### src/rtl/mem_arbiter_pkg.sv
// Shared encodings for the byte-wide RAM arbiter: FSM states and memory access lengths.
// The LEN_* values are also used by the pipeline stages that issue MEM requests.
package mem_arbiter_pkg;

    typedef enum logic [1:0] {
        IDLE  = 2'd0,
        IF_RD = 2'd1,
        MM_RD = 2'd2,
        MM_WR = 2'd3
    } arb_state_t;

    localparam logic [1:0] LEN_B = 2'b00;
    localparam logic [1:0] LEN_H = 2'b01;
    localparam logic [1:0] LEN_W = 2'b10;

    // Index of the last byte of an access; the reserved length 11 behaves as a word.
    function automatic logic [2:0] len_last(input logic [1:0] len);
        case (len)
            LEN_B:   return 3'd0;
            LEN_H:   return 3'd1;
            default: return 3'd3;
        endcase
    endfunction

endpackage

### src/rtl/mem_arbiter.sv
// Arbitrates the single byte-wide synchronous RAM port between instruction fetch and the
// memory stage, splitting 1/2/4-byte accesses into little-endian byte cycles.
module mem_arbiter #(
    parameter int ADDR_W = 17
) (
    input  logic              clk,
    input  logic              rst,
    input  logic              rdy,
    input  logic              if_req,
    input  logic [31:0]       if_addr,
    input  logic              if_flush,
    output logic [31:0]       if_data,
    output logic              if_done,
    input  logic              mm_req,
    input  logic              mm_we,
    input  logic [1:0]        mm_len,
    input  logic [31:0]       mm_addr,
    input  logic [31:0]       mm_wdata,
    output logic [31:0]       mm_rdata,
    output logic              mm_done,
    input  logic [7:0]        ram_din,
    output logic [7:0]        ram_dout,
    output logic [ADDR_W-1:0] ram_a,
    output logic              ram_wr,
    output logic              stl_req
);
    import mem_arbiter_pkg::*;

    arb_state_t        state, state_d;
    logic [2:0]        cnt, cnt_d;
    logic [2:0]        last;
    logic [ADDR_W-1:0] base, base_d, ram_a_d;
    logic [1:0]        len, len_d;
    logic [31:0]       wdata, wdata_d;
    logic [31:0]       rbuf, asm_w, rd_word;
    logic [31:0]       if_data_d, mm_rdata_d;
    logic [7:0]        dout_d;
    logic              wr_q, wr_d;
    logic              if_done_d, mm_done_d;
    logic              grant;
    logic              cap_en;
    logic              skip_p1;
    logic [1:0]        rd_idx;
    logic              unused_addr_hi;

    assign unused_addr_hi = ^{if_addr[31:ADDR_W], mm_addr[31:ADDR_W]};

    assign last    = len_last(len);
    assign ram_wr  = wr_q & rdy;
    assign stl_req = (mm_req & ~mm_done) | (if_req & ~if_done & ~if_flush);

    // While reading, ram_a holds byte cnt and ram_din carries byte cnt-1. After a rdy stall
    // ram_din reflects the held address instead, so capture is skipped for that one edge;
    // the byte in flight was already taken on the first stalled edge.
    assign rd_idx  = cnt[1:0] - 2'd1;
    assign cap_en  = ((state == IF_RD) || (state == MM_RD)) && (cnt != 3'd0) && !skip_p1;

    always_comb begin
        asm_w = rbuf;
        asm_w[{rd_idx, 3'b000} +: 8] = ram_din;
    end

    assign rd_word = cap_en ? asm_w : rbuf;

    always_comb begin
        state_d    = state;
        cnt_d      = cnt;
        base_d     = base;
        len_d      = len;
        wdata_d    = wdata;
        ram_a_d    = ram_a;
        dout_d     = ram_dout;
        wr_d       = 1'b0;
        if_done_d  = 1'b0;
        mm_done_d  = 1'b0;
        if_data_d  = if_data;
        mm_rdata_d = mm_rdata;
        grant      = 1'b0;

        unique case (state)
            IDLE: begin
                // mm_done/if_done still high means that request is being retired this cycle.
                if (mm_req && !mm_done) begin
                    grant   = 1'b1;
                    base_d  = mm_addr[ADDR_W-1:0];
                    ram_a_d = mm_addr[ADDR_W-1:0];
                    len_d   = mm_len;
                    wdata_d = mm_wdata;
                    cnt_d   = 3'd0;
                    if (mm_we) begin
                        dout_d = mm_wdata[7:0];
                        wr_d   = 1'b1;
                        if (len_last(mm_len) == 3'd0) begin
                            mm_done_d = 1'b1;
                        end else begin
                            state_d = MM_WR;
                            cnt_d   = 3'd1;
                        end
                    end else begin
                        state_d = MM_RD;
                    end
                end else if (if_req && !if_done && !if_flush) begin
                    grant   = 1'b1;
                    base_d  = if_addr[ADDR_W-1:0];
                    ram_a_d = if_addr[ADDR_W-1:0];
                    len_d   = LEN_W;
                    cnt_d   = 3'd0;
                    state_d = IF_RD;
                end
            end

            IF_RD, MM_RD: begin
                if ((state == IF_RD) && if_flush) begin
                    state_d = IDLE;
                end else if (cnt == last + 3'd1) begin
                    state_d = IDLE;
                    if (state == IF_RD) begin
                        if_done_d = 1'b1;
                        if_data_d = rd_word;
                    end else begin
                        mm_done_d  = 1'b1;
                        mm_rdata_d = rd_word;
                    end
                end else begin
                    cnt_d = cnt + 3'd1;
                    if (cnt != last) begin
                        ram_a_d = base + {{(ADDR_W-3){1'b0}}, cnt + 3'd1};
                    end
                end
            end

            MM_WR: begin
                ram_a_d = base + {{(ADDR_W-3){1'b0}}, cnt};
                dout_d  = wdata[{cnt[1:0], 3'b000} +: 8];
                wr_d    = 1'b1;
                if (cnt == last) begin
                    mm_done_d = 1'b1;
                    state_d   = IDLE;
                end else begin
                    cnt_d = cnt + 3'd1;
                end
            end

            default: state_d = IDLE;
        endcase
    end

    always_ff @(posedge clk) begin
        if (!rst) begin
            state    <= IDLE;
            cnt      <= 3'd0;
            ram_a    <= '0;
            ram_dout <= 8'h00;
            wr_q     <= 1'b0;
            if_done  <= 1'b0;
            mm_done  <= 1'b0;
            if_data  <= 32'h0;
            mm_rdata <= 32'h0;
            skip_p1  <= 1'b0;
        end else begin
            skip_p1 <= ~rdy;
            if (rdy) begin
                state    <= state_d;
                cnt      <= cnt_d;
                ram_a    <= ram_a_d;
                ram_dout <= dout_d;
                wr_q     <= wr_d;
                if_done  <= if_done_d;
                mm_done  <= mm_done_d;
                if_data  <= if_data_d;
                mm_rdata <= mm_rdata_d;
            end
        end
    end

    // Request context and the assembly buffer carry no reset; they are rewritten on each grant.
    always_ff @(posedge clk) begin
        if (rdy) begin
            base  <= base_d;
            len   <= len_d;
            wdata <= wdata_d;
        end
        if (cap_en) begin
            rbuf <= asm_w;
        end else if (rdy && grant) begin
            rbuf <= 32'h0;
        end
    end

endmodule

### config.mk
export PLATFORM = sky130hd
export DESIGN_NAME = mem_arbiter
export DESIGN_NICKNAME = d
export VERILOG_FILES = /design/src/rtl/mem_arbiter_pkg.sv /design/src/rtl/mem_arbiter.sv
export SDC_FILE = /design/constraint.sdc
export NUM_CORES = 1
export LEC_CHECK = 0
export ABC_CLOCK_PERIOD_IN_PS = 12610
export CORE_ASPECT_RATIO = 1.5
export CORE_UTILIZATION = 54
export DETAILED_ROUTE_END_ITERATION = 16
export HOLD_SLACK_MARGIN = 0.1
export PLACE_DENSITY = 0.93
export SYNTH_ARGS = -nofsm -noshare
export SYNTH_HDL_FRONTEND = slang
export SYNTH_SLANG_ARGS = --single-unit
### constraint.sdc
create_clock -name clk -period 12.61 [get_ports clk]
set_clock_uncertainty 0.2 [all_clocks]
set_input_delay 3.783 -clock clk [delete_from_list [all_inputs] [get_ports clk]]
set_output_delay 3.783 -clock clk [all_outputs]
set_load 0.05 [all_outputs]
# Yosys cells after proc, flatten, opt, wreduce, memory -nomap -nowiden
# Cells that the tools add are included.
# word_totals
latchBits	0
input_bits	113
ff_bits	181
n_memories	0
romBits	0
output_inout_bits	93
ramBits	0
wordCells	135
# op_classes
shift	3
n_mux	54
n_lt_le_gt_ge	0
eq_ne	18
div	0
addsub	6
n_bitwise	11
n_mul	0
reduce_logical	29
# op_table
operator	n
2-to-1 mux 32 bit	3
2-to-1 mux 17 bit	5
case mux 17 bit (3 select lines)	1
adder 17 x 3 -> 17 bit	2
bitwise mux 32 bit	1
variable shift 8 x 7 -> 32 bit (first input constant)	1
indexed part select 32 x 6 -> 8 bit	1
indexed part select 8 x 7 -> 32 bit	1
AND reduction 5 bit	5
2-to-1 mux 3 bit	8
2-to-1 mux 1 bit	18
2-to-1 mux 2 bit	9
2-to-1 mux 8 bit	2
case mux 8 bit (2 select lines)	1
!= test 2 bit (second input constant)	7
case mux 3 bit (3 select lines)	1
case mux 2 bit (2 select lines)	2
logical AND 1 bit	7
negation 5 -> 7 bit	1
adder 3 x 1 -> 3 bit (second input constant)	2
equality test 2 x 1 -> 1 bit (second input constant)	3
equality test 3 bit	2
zero test 2 bit	3
!= test 3 bit (second input constant)	2
other kinds (18)	33

# Longest topological paths before layout
# Gate-level depths: netlist (run 1).
# logic_depth
ltp_word	10
mapped_depth	11
depth_no_buf	10

# Worst setup path before layout (run 1)
# No wires, ideal clock.
# synth_timing
path_kind	in2out
start	input port if_flush
end	output port stl_req
t_arrival_ps	4529
required_time_ps	8627
path_buffers	0
setup_slack_ps	4098
path_stages	2
path_cell_list	or3b_1 > nand2_1
# synth_between
elab_chain_len	3
# synth_rtl
item	line_no	rtl
from (decl)	mem_arbiter.sv:11	input logic if_flush,
inverter 1 bit	mem_arbiter.sv:50	assign stl_req = (mm_req & ~mm_done) | (if_req & ~if_done & ~if_flush);
AND 1 bit	mem_arbiter.sv:50	
bitwise OR 1 bit	mem_arbiter.sv:50	
to (decl)	mem_arbiter.sv:25	output logic stl_req
# No other way between the ends.

# Worst setup path in the final report (run 1)
# Ends and elaborated chain as after synthesis.

==> results of run 1 <==
## placed cells by master (no fill, tap or decap), drive strengths merged, types with 8 or more instances in the layout
cell and n:
a211oi 31, a21o 9, a21oi 42, a22o 24, a22oi 8, and2 8
buf 8, clkbuf 18, clkdlybuf4s50 174, dfxtp 98, edfxtp 83, ha 13
inv 18, mux2 15, mux2i 20, mux4 8, nand2 42, nand2b 51
nand3 10, nor2 69, nor2b 36, nor3 9, o211a 51, o211ai 10
o21ai 10, xnor2 12
## worst paths after layout
check / from / to / slack [ns] / depth (start not counted)
setup / recovery: if_flush / stl_req / 2.94 / 4
hold / removal: ram_a[9] / ram_a[9] / 0.26 / 2
setup reg to reg: cnt[1] / ram_a[3] / 8.81 / 9
hold reg to reg: ram_a[9] / ram_a[9] / 0.26 / 2
## cells by family after synthesis
| group | after synthesis | synth area share (%) |
|---|---|---|
| adder cells (fa/ha/maj) | 14 | 2.11 |
| buffers and inverters | 70 | 3.69 |
| flip-flops | 181 | 51.5 |
| XOR/XNOR | 13 | 1.32 |
| multiplexers | 43 | 6.34 |
| AND/OR/NAND/NOR | 254 | 15.9 |
| AO/OA/AOI/OAI | 207 | 19.2 |
## critical path: stages
cell,delay [ns]
clkdlybuf4s50_1,0.49
or3b_1,0.46
nand2_1,0.14
clkdlybuf4s50_1,0.82
## sequential cells by signal, indices dropped and copies added, names as in the netlist, 3 cells and up
register,flops
if_data,32
cnt,3
wdata,32
ram_a,17
ram_dout,8
mm_rdata,32
base,17
rbuf,32
## synth_stat cells (8+ instances only)
master / instances
a211oi_1: 27
nor2b_1: 36
nand3_1: 10
buf_2: 12
ha_1: 13
xnor2_1: 12
nor2_1: 69
o211a_1: 51
nand2b_1: 51
edfxtp_1: 83
o21ai_0: 10
dfxtp_1: 98
and2_1: 8
inv_1: 9
a21o_1: 9
mux4_2: 8
a22oi_1: 8
a21oi_1: 42
mux2_2: 15
clkbuf_1: 36
nand2_1: 41
o211ai_1: 10
mux2i_1: 20
a22o_1: 24
## final cells by class
| class | count | area, um2 | area share [%] |
|---|---|---|---|
| clock buffers | 18 | 429 | 3.89 |
| clock inverters | 14 | 160 | 1.45 |
| inverters | 11 | 41.3 | 0.374 |
| multi-input cells | 531 | 3910 | 35.4 |
| flip-flops and latches | 181 | 4450 | 40.3 |
| well taps | 203 | 254 | 2.30 |
| repair buffers | 182 | 1800 | 16.3 |
## power breakdown
group / switching, W / total (W) / internal (W)
sequential: 0.0000199 / 0.000674 / 0.000654
combinational: 0.000157 / 0.000262 / 0.000105
clock: 0.000249 / 0.000533 / 0.000283
## through the flow
| step | total power [W] | hold slack (ns) | instance area, um2 | utilization, % |
|---|---|---|---|---|
| global placement | 0.000938 | 0.249 | 10500 | 66.9 |
| detailed placement | 0.000945 | 0.260 | 10500 | 66.9 |
| floorplan | 0.000861 | 0.248 | 8660 | - |
| finish | 0.00147 | 0.265 | 11000 | 70.7 |
| CTS | 0.00147 | 0.271 | 11000 | 70.7 |
| global route | 0.00152 | 0.289 | 11000 | 70.7 |
## layer usage
layer / track usage, % / part of all wire, % / vias to the layer above / wire length, um
li1: - / - / 3177 / -
met1: 27.2 / 38 / 3186 / 7760
met2: 45.3 / 53 / 271 / 10700
met3: 4.55 / 5.3 / 59 / 1070
met4: 12.3 / 3.4 / 0 / 694
met5: 0 / 0 / - / 0
==> impl_metrics.env, run 1 <==
export IMPL_outcome="complete, no violations"
export IMPL_setup_viol=0
export IMPL_antenna_found_initial=0
export IMPL_fin_setup_tns_ns=0
export IMPL_fill_cells=1106
export IMPL_cts_tree="built"
export IMPL_tightestPinTransition_ns=1.19
export IMPL_grt_overflow=0
export IMPL_final_cells=1140
export IMPL_hp_class="reg2reg"
export IMPL_die_h_um=157
export IMPL_ys_ff_latch=181
export IMPL_wl_per_cell_um=17.8
export IMPL_drt_iter0_drc=453
export IMPL_first_global_vias=6629
export IMPL_diodes=0
export IMPL_ys_seq_area_share_pct=51.5
export IMPL_rows=56
export IMPL_synth_nets=909
export IMPL_synth_area_leader_cell="edfxtp_1"
export IMPL_finalCriticalPeriod_ns=9.67
export IMPL_io_pins=206
export IMPL_worstSkewPairLatency_ns=0.43
export IMPL_synth_avg_cell_area_um2=11.1
export IMPL_critPathArrivalTime_ns=5.68
export IMPL_max_freq_ghz=0.103
export IMPL_wl_um=20300
export IMPL_placed_cells=1108
export IMPL_cts_sinks=181
export IMPL_power_density_mw_per_mm2=133
export IMPL_crit_path_start_kind="input pin"
export IMPL_clk_path_buf_depth=2
export IMPL_syn_cell_area_mm2=0.00866
export IMPL_root_buffer="clkbuf_16"
export IMPL_fin_ws_ns=2.94
export IMPL_place_hpwl_um=14000
export IMPL_initial_utilization_pct=55.4
export IMPL_cts_max_level=4
export IMPL_synthTopCellsByArea="edfxtp_1, dfxtp_1, o211a_1"
export IMPL_vias=6693
export IMPL_ys_types=62
export IMPL_leakagePower_nw=4.51
export IMPL_io_buffers=175
export IMPL_cts_inserted_buffers=17
export IMPL_core_mm2=0.0156
export IMPL_cts_resized=0
export IMPL_rsz0062_at_grt="false"
export IMPL_drive_gt1_share_pct=8.64
export IMPL_criticalPathCategory="in2out"
export IMPL_dr_pass1_iters=7
export IMPL_cp_required_ns=8.63
export IMPL_ys_flop_type="dfxtp_1"
export IMPL_slew_viol_final=0
export IMPL_period_share_pct=76.7
export IMPL_vias_per_cell=5.87
export IMPL_path_clk_slew_ns=0.07
export IMPL_endpoint_kind="output pin"
export IMPL_post_cts_buffers=0
export IMPL_gp_congestion=0.869
export IMPL_synth_cells=782
export IMPL_finalHoldViolCount=0
export IMPL_dieWidth_um=105
export IMPL_synthArstFlopShare_pct=0
export IMPL_pre_cts_slack_ns=2.94
export IMPL_die_area_mm2=0.0166
export IMPL_drcViolationCount=0
export IMPL_yosys_area_top_type_share_pct=28.8
export IMPL_final_nets=1051
export IMPL_path_max_fanout=4
export IMPL_cts_hold_buf=0
export IMPL_ys_warn_count=0
export IMPL_grt_pass1_wl_um=32100
export IMPL_grt_max_degree=81
export IMPL_synth_edf_count=83
export IMPL_drtAntennaViolNets=0
export IMPL_vdd_drop_max_mv=0.0853
export IMPL_grtUsageTotal_pct=24.7
export IMPL_maxSlewHeadroom_pct=20.6
export IMPL_area_growth_pct=27.6
export IMPL_cap_violations=0
Note: power is estimated with default switching activity, not from simulation.
==> inputs of run 2 (changes only) <==
- ABC_CLOCK_PERIOD_IN_PS: 12610 -> 9500
- CORE_UTILIZATION: 54 -> 50
- PLACE_DENSITY: 0.93 -> 0.87
- clock period: 12.61 -> 9.5 ns (I/O delays scaled with it)
==> run 2 against run 1 <==
Total power is 32% higher. Via count is 2.1% lower. Sequential power is 33% higher. First-iteration DRC count is 4.0% higher. Largest cell class unchanged. Clock power is 29% higher. Global-route usage is 1.7 points lower. Die area is 7.9% higher. Setup slack worse by 1.3 ns. Register-to-register slack worse by 3.1 ns. Utilization is 5.1 points lower. Critical path depth stayed put. Non-clock buffer count is 1 higher.
==> impl_metrics.env, run 2 (synthesis results as in run 1) <==
export IMPL_outcome="complete, no violations"
export IMPL_endpoint_kind="output pin"
export IMPL_fill_cells=1281
export IMPL_die_area_mm2=0.0179
export IMPL_crit_path_start_kind="input pin"
export IMPL_cp_required_ns=6.45
export IMPL_layout_common_cells="clkdlybuf4s50_1, dfxtp_1, edfxtp_1, nor2_1"
export IMPL_rr_startpoint="cnt[1]"
export IMPL_area_growth_pct=27.6
export IMPL_initial_utilization_pct=51.4
export IMPL_tightestPinTransition_ns=1.13
export IMPL_finalHoldViolCount=0
export IMPL_drtAntennaViolNets=0
export IMPL_vias=6553
export IMPL_vias_per_cell=5.71
export IMPL_grtUsageTotal_pct=23.0
export IMPL_hp_class="reg2reg"
export IMPL_wl_per_cell_um=17.5
export IMPL_drcViolationCount=0
export IMPL_criticalPathCategory="in2out"
export IMPL_first_global_vias=6467
export IMPL_die_h_um=163
export IMPL_r2r_cells=9
export IMPL_crit_top_cell="clkdlybuf4s50_1"
export IMPL_core_mm2=0.0168
export IMPL_finalCriticalPeriod_ns=7.83
export IMPL_power_density_mw_per_mm2=175
export IMPL_vdd_drop_max_mv=0.126
export IMPL_path_buf_inv=2
export IMPL_cts_max_level=4
export IMPL_path_clk_slew_ns=0.07
export IMPL_cts_tree="built"
export IMPL_path_max_fanout=4
export IMPL_grt_pass1_wl_um=31500
export IMPL_clk_path_buf_depth=2
export IMPL_placed_cells=1116
export IMPL_worstHoldPathCells=2
export IMPL_setup_viol=0
export IMPL_gp_congestion=0.857
export IMPL_slowest_delay_ns=0.83
export IMPL_maxSlewHeadroom_pct=25.0
export IMPL_hold_end="ram_a[9]"
export IMPL_place_hpwl_um=14200
export IMPL_drive_gt1_share_pct=8.64
export IMPL_rsz0062_at_grt="false"
export IMPL_diodes=0
export IMPL_cpMaxStageDelayCell="clkdlybuf4s50_1"
export IMPL_critPathLaunch="if_flush"
export IMPL_power_w=0.00194
export IMPL_cap_violations=0
export IMPL_crit_chain="clkdlybuf4s50_1, or3b_1, nand2_1, clkdlybuf4s50_1"
export IMPL_crit_family="buffers and inverters"
export IMPL_cts_resized=0
export IMPL_worstSkewPairLatency_ns=0.43
export IMPL_dr_pass1_iters=5
export IMPL_fin_setup_tns_ns=0
export IMPL_grt_overflow=0
export IMPL_io_pins=206
export IMPL_layout_commonest_cell="clkdlybuf4s50_1"
export IMPL_leakagePower_nw=4.49
export IMPL_reg2reg_to="ram_a[11]"
export IMPL_cts_sinks=181
export IMPL_max_freq_ghz=0.128
export IMPL_antenna_found_initial=0
export IMPL_cts_hold_buf=0
export IMPL_io_buffers=175
export IMPL_final_nets=1052
export IMPL_wl_um=20100
export IMPL_period_share_pct=82.4
export IMPL_reg2reg_setup_slack_ns=5.68
export IMPL_grt_max_degree=81
export IMPL_rows=58
export IMPL_cts_inserted_buffers=17
export IMPL_post_cts_buffers=0
export IMPL_critPathArrivalTime_ns=4.78
export IMPL_slew_viol_final=0
export IMPL_dieWidth_um=109
export IMPL_drt_iter0_drc=471
export IMPL_root_buffer="clkbuf_16"
export IMPL_path_depth=4
export IMPL_worstHoldStart="ram_a[9]"
export IMPL_final_cells=1148
run 2: cell types whose count changed in the layout (fill, tap and decap cells not counted):
| cell | change |
|---|---|
| buf_4 | +1 |
| clkinv_8 | -1 |
| inv_8 | -6 |
| clkinvlp_4 | +2 |
| bufinv_16 | +1 |
| inv_6 | +3 |
| clkinv_1 | +1 |
| inv_4 | -2 |
| clkinvlp_2 | +2 |
run 2: how the worst max path moves through the flow:
| stage | endpoint | slack, ns |
|---|---|---|
| global route | stl_req | 1.64 |
| global placement | stl_req | 1.68 |
| CTS | stl_req | 1.66 |
| detailed placement | stl_req | 1.66 |
| finish | stl_req | 1.67 |
| floorplan | stl_req | 2.85 |
run 2: final cells by class:
type,instances,area [um2],share of cell area [%]
flip-flops and latches,181,4450,40.3
multi-input cells,531,3910,35.4
repair buffers,183,1810,16.4
clock buffers,18,429,3.88
well taps,210,263,2.38
clock inverters,14,149,1.35
inverters,11,41.3,0.374
run 2: layer usage:
metal	part of all wire (%)	wire, um	vias up	track usage [%]
li1	-	-	3173	-
met1	38	7630	3127	24.2
met2	55	11100	215	43.1
met3	4.4	889	38	4.39
met4	2.5	501	0	10.9
met5	0	0	-	0
run 2: through the flow:
| step | area [um2] | util (%) | setup WS [ns] | hold slack [ns] |
|---|---|---|---|---|
| after floorplan | 8660 | - | 2.85 | 0.248 |
| after global placement | 10500 | 62.2 | 1.68 | 0.247 |
| after detailed placement | 10500 | 62.2 | 1.66 | 0.258 |
| after CTS | 11000 | 65.6 | 1.66 | 0.267 |
| after global routing | 11000 | 65.6 | 1.64 | 0.276 |
| final | 11000 | 65.6 | 1.67 | 0.263 |
run 2: worst register-to-register path, stage by stage (launching register included):
cell      delay (ns)
dfxtp_1         0.86
inv_1           0.19
ha_1            0.46
mux2_2          0.35
ha_1            0.30
a211oi_1        0.59
nor2_1          0.19
and3_1          0.21
o21a_1          0.16
o31ai_1         0.23
run 2: where the power goes:
part / leakage [nW] / internal [W] / total, W / switching (W)
Clock: 0.267 / 0.000389 / 0.000690 / 0.000301
Sequential: 1.58 / 0.000869 / 0.000896 / 0.0000265
Combinational: 2.65 / 0.000140 / 0.000351 / 0.000211
